$ cat src/rtl/vga_timing_gen.sv
// vga_timing_gen: pixel-clock divider plus h/v raster counters with registered sync/blank decode.
module vga_timing_gen #(
    parameter int CLK_DIV     = 4,
    parameter int H_TOTAL     = 800,
    parameter int H_SYNC      = 96,
    parameter int H_ACT_START = 144,
    parameter int H_ACT_END   = 784,
    parameter int V_TOTAL     = 525,
    parameter int V_SYNC      = 2,
    parameter int V_ACT_START = 35,
    parameter int V_ACT_END   = 515
) (
    input  logic        clk,
    input  logic        rst,
    input  logic        en,
    output logic [9:0]  hCount,
    output logic [9:0]  vCount,
    output logic        hSync,
    output logic        vSync,
    output logic        bright,
    output logic        pix_en,
    output logic        frame_tick,
    output logic [15:0] frame_count
);
    localparam int DW = CLK_DIV > 1 ? $clog2(CLK_DIV) : 1;
    logic [DW-1:0] div_cnt;
    logic [9:0]    h_nxt, v_nxt;
    logic          h_wrap, v_wrap, tick_q;
    always_comb begin
        pix_en     = en && !rst && div_cnt == DW'(CLK_DIV - 1);
        h_wrap     = hCount == 10'(H_TOTAL - 1);
        v_wrap     = vCount == 10'(V_TOTAL - 1);
        h_nxt      = h_wrap ? 10'd0 : hCount + 10'd1;
        v_nxt      = h_wrap ? (v_wrap ? 10'd0 : vCount + 10'd1) : vCount;
        frame_tick = tick_q && en;
    end
    // Sync/bright are decoded from the next counter values so they land on the same edge as the counters.
    always_ff @(posedge clk or posedge rst) begin
        if (rst) begin
            div_cnt     <= '0;
            hCount      <= '0;
            vCount      <= '0;
            hSync       <= 1'b0;
            vSync       <= 1'b0;
            bright      <= 1'b0;
            tick_q      <= 1'b0;
            frame_count <= '0;
        end else begin
            tick_q <= pix_en && h_wrap && v_wrap;
            if (en)
                div_cnt <= pix_en ? '0 : div_cnt + DW'(1);
            if (pix_en) begin
                hCount      <= h_nxt;
                vCount      <= v_nxt;
                hSync       <= h_nxt >= 10'(H_SYNC);
                vSync       <= v_nxt >= 10'(V_SYNC);
                bright      <= h_nxt >= 10'(H_ACT_START) && h_nxt < 10'(H_ACT_END) &&
                               v_nxt >= 10'(V_ACT_START) && v_nxt < 10'(V_ACT_END);
                frame_count <= frame_count + {15'd0, h_wrap && v_wrap};
            end
        end
    end
endmodule

$ cat config.mk
export PLATFORM = sky130hd
export DESIGN_NAME = vga_timing_gen
export DESIGN_NICKNAME = d
export VERILOG_FILES = /design/src/rtl/vga_timing_gen.sv
export SDC_FILE = /design/constraint.sdc
export NUM_CORES = 1
export LEC_CHECK = 0
export BUFFER_PORTS_ARGS = -buffer_cell sky130_fd_sc_hd__buf_4
export CAP_MARGIN = 0
export CORE_MARGIN = 3
export CORE_UTILIZATION = 59
export CTS_CLUSTER_DIAMETER = 30
export CTS_CLUSTER_SIZE = 10
export DETAILED_ROUTE_END_ITERATION = 6
export HOLD_SLACK_MARGIN = 0.08
export PLACE_DENSITY = 0.88
export SLEW_MARGIN = 20
export SYNTH_ARGS = -nofsm -noshare
export SYNTH_HDL_FRONTEND = slang
export SYNTH_SLANG_ARGS = --single-unit
$ cat constraint.sdc
create_clock -name clk -period 4.45 [get_ports clk]
set_input_delay 0.445 -clock clk [delete_from_list [all_inputs] [get_ports clk]]
set_output_delay 0.445 -clock clk [all_outputs]
set_load 0.1 [all_outputs]
==> flow_metrics.py <==
metrics = {
    "detailed_routing": {
        "drc_errors": 0,
        "wire_per_inst_um": 14.2,
        "wl_um": 4810,
        "vias_per_cell": 5.88,
        "first_pass_iters": 4,
        "drt_iter0_markers": 147,
        "drtAntennaViolNets": 0,
        "vias": 1993,
    },
    "clock_network": {
        "cts_setup_buffers": 0,
        "cts_resized": 0,
        "clock-sinks": 42,
        "cts_root_buf": "clkbuf_8",
        "cts_buffers": 5,
        "path_clk_slew_ns": 0.08,
        "clk_latency_ns": 0.30,
        "cts_buffer_depth": 2,
        "cts_tree": "yes",
        "ctsHoldBuffers": 0,
        "htree_num_levels": 2,
    },
    "sta": {
        "max-slew-margin-rel": 0.523,
        "fmax_mhz": 335,
        "finalSetupViolations": 0,
        "finalCritPeriodShare": 0.672,
        "finalHoldViolations": 0,
        "rsz0062_at_grt": "no",
        "tns_ns": 0,
        "finalCriticalPeriod_ns": 2.99,
        "skew_ns": 0.00510,
        "fin_hold_ws_ns": 0.300,
        "worst_slack_ns": 1.46,
        "slew_viol_final": 0,
        "tightest_slew_ns": 0.709,
    },
    "die": {
        "die_area_um2": 4630,
        "core_area_um2": 3520,
        "die_y_um": 68.0,
        "io_pins": 44,
        "rows": 21,
        "initial_core_util": 0.645,
        "die_w_um": 68.0,
    },
    "synthesis": {
        "syn_area_um2": 2270,
        "async_flop_share": 1.00,
        "synth_fp_nets": 261,
        "syn_avg_cell_area_um2": 9.04,
        "synth-edff-count": 0,
        "synth_warnings": 0,
        "ys_types": 41,
        "synth_flop_cell": "dfrtp_1",
        "synth_seq_cells": 42,
        "synthCells": 251,
        "yosysSeqAreaShare": 0.463,
    },
    "min_path": {
        "hold_path.class": "in -> async",
    },
    "pwr": {
        "ir_worst_vdd_v": 0.000272,
        "p_switching_w": 0.000376,
        "power_frac_comb": 0.247,
        "p_int_w": 0.000693,
        "power_density_nw_per_um2": 388,
        "netSwitchingFraction": 0.352,
        "power.leakage_nw": 1.28,
        "pwr-share-seq": 0.415,
        "p_clk_frac": 0.338,
    },
    "setup_path": {
        "max_stage_delay_ns": 0.75,
        "cp.required_ns": 4.64,
        "cpMaxStageDelayCell": "or4_1",
        "cp_num_buf_inv": 0,
        "critPathKind": "reg -> reg",
        "critical-path-top-delay-family": "simple AND/OR/NAND/NOR gates",
        "setup.worst_path.end_class": "register",
        "crit_top_cell": "ha_1",
        "cp-startpoint": "hCount[0]",
        "critPathArrivalTime_ns": 3.18,
        "start_kind": "register",
        "r2r-start": "hCount[0]",
        "crit_path_cell_trace": "ha_1 > nand4_2 > or4_1 > nor2_1 > ha_1 > ha_1 > and3_1 > and3_1 > nand2_1 > xnor2_1",
        "crit_fanout": 14,
    },
    "cells_and_area": {
        "utilization": 0.782,
        "mostFrequentLayoutCells": "nand2_1, buf_4, dfrtp_1",
        "nNetsFinal": 302,
        "n_antenna_cell": 0,
        "syn2layout_area_growth_pct": 21.3,
        "drive_gt1_frac": 0.188,
    },
    "global_route": {
        "groute.usage.overall": 0.234,
        "overflow": 0,
        "grt_pass1_vias": 1779,
        "grt_pass1_wl_um": 8240,
        "grt_max_degree": 43,
        "grt_antenna_before_repair": 0,
    },
    "placement": {
        "place_hpwl_um": 3300,
        "io_buffers": 43,
        "gp_congestion": 0.863,
        "place_ws_ns": 1.49,
    },
    "run": {
        "drv_cap": 0,
    },
    "status": {
        "status": "completed",
    },
}
-- stage by stage --
stage | area, µm² | instances | total power (W)
after floorplan | 2270 | 251 | 0.000659
after global placement | 2620 | 331 | 0.000711
after detailed placement | 2620 | 331 | 0.000717
after CTS | 2750 | 339 | 0.00107
after global routing | 2750 | 339 | 0.00111
final | 2750 | 339 | 0.00107
-- synthesized netlist by cell type, types with 3 or more instances --
cell / n / area (µm²)
ha_1: 7 / 87.6
nor3_1: 5 / 25.0
and4_1: 3 / 26.3
o22ai_1: 3 / 18.8
dfrtp_1: 42 / 1050
o21ai_0: 13 / 65.1
xnor2_1: 19 / 166
buf_2: 3 / 15.0
o31ai_1: 3 / 22.5
nand4_1: 5 / 31.3
nand3_1: 15 / 75.1
xor2_1: 3 / 26.3
and3_1: 7 / 43.8
nor2_1: 22 / 82.6
nand2_1: 44 / 165
a21oi_1: 5 / 25.0
a31oi_1: 7 / 43.8
clkbuf_1: 7 / 26.3
inv_1: 8 / 30.0
or3_1: 4 / 25.0
-- worst min-delay path, cell delays in order --
cell and delay, ns:
buf_4 0.11, inv_1 0.06, buf_4 0.44
-- path summary, 6_finish.rpt --
| kind | end | slack [ns] | depth (start not counted) |
|---|---|---|---|
| setup / recovery | frame_count[10] | 1.46 | 10 |
| hold / removal | frame_count[6] | 0.30 | 3 |
| setup reg to reg | frame_count[10] | 1.46 | 10 |
| hold reg to reg | frame_count[15] | 0.48 | 1 |
| max in group asynchronous | frame_count[3] | 3.80 | 3 |
| min in group clk | div_cnt[1] | 0.43 | 2 |
-- routing by layer --
layer,track usage,vias up,routed length [µm]
met2,0.362,72,2230
met1,0.315,946,2180
li1,-,964,-
met5,0,-,0
met3,0.0591,11,312
met4,0.0943,0,88
-- layout make-up --
class | instances | area [µm²]
tap | 46 | 57.6
multi-input combinational | 191 | 1150
timing repair buffer | 44 | 330
clock buffer | 5 | 68.8
clock inverter | 3 | 68.8
sequential | 42 | 1050
inverter | 8 | 30.0
fill | 249 | 767
-- registers in the layout, indices dropped and copies added, names as in the netlist --
register / count
frame_count: 16
tick_q: 1
bright: 1
vCount: 10
hSync: 1
hCount: 10
vSync: 1
div_cnt: 2
-- kinds of logic (layout without fill, tap and decap cells) --
group                    Yosys count  count (layout)  share of synthesized area
AND/OR/NAND/NOR                  116             116                      0.246
AO/OA/AOI/OAI                     42              42                      0.117
flip-flops                        42              42                      0.463
XOR/XNOR                          22              22                     0.0849
buffers and inverters             18              60                     0.0314
adder cells (fa/ha/maj)            7               7                     0.0386
multiplexers                       4               4                     0.0187
-- power by group through the flow --
stage / registers (W) / clock network [W] / logic (W)
2_1_floorplan: 0.000587 / 0 / 0.0000718
3_3_place_gp: 0.000449 / 0 / 0.000262
3_5_place_dp: 0.000451 / 0 / 0.000266
4_1_cts: 0.000444 / 0.000365 / 0.000266
5_1_grt: 0.000452 / 0.000383 / 0.000278
6_report: 0.000444 / 0.000361 / 0.000264
No activity file was read; power rests on OpenSTA's default activity.
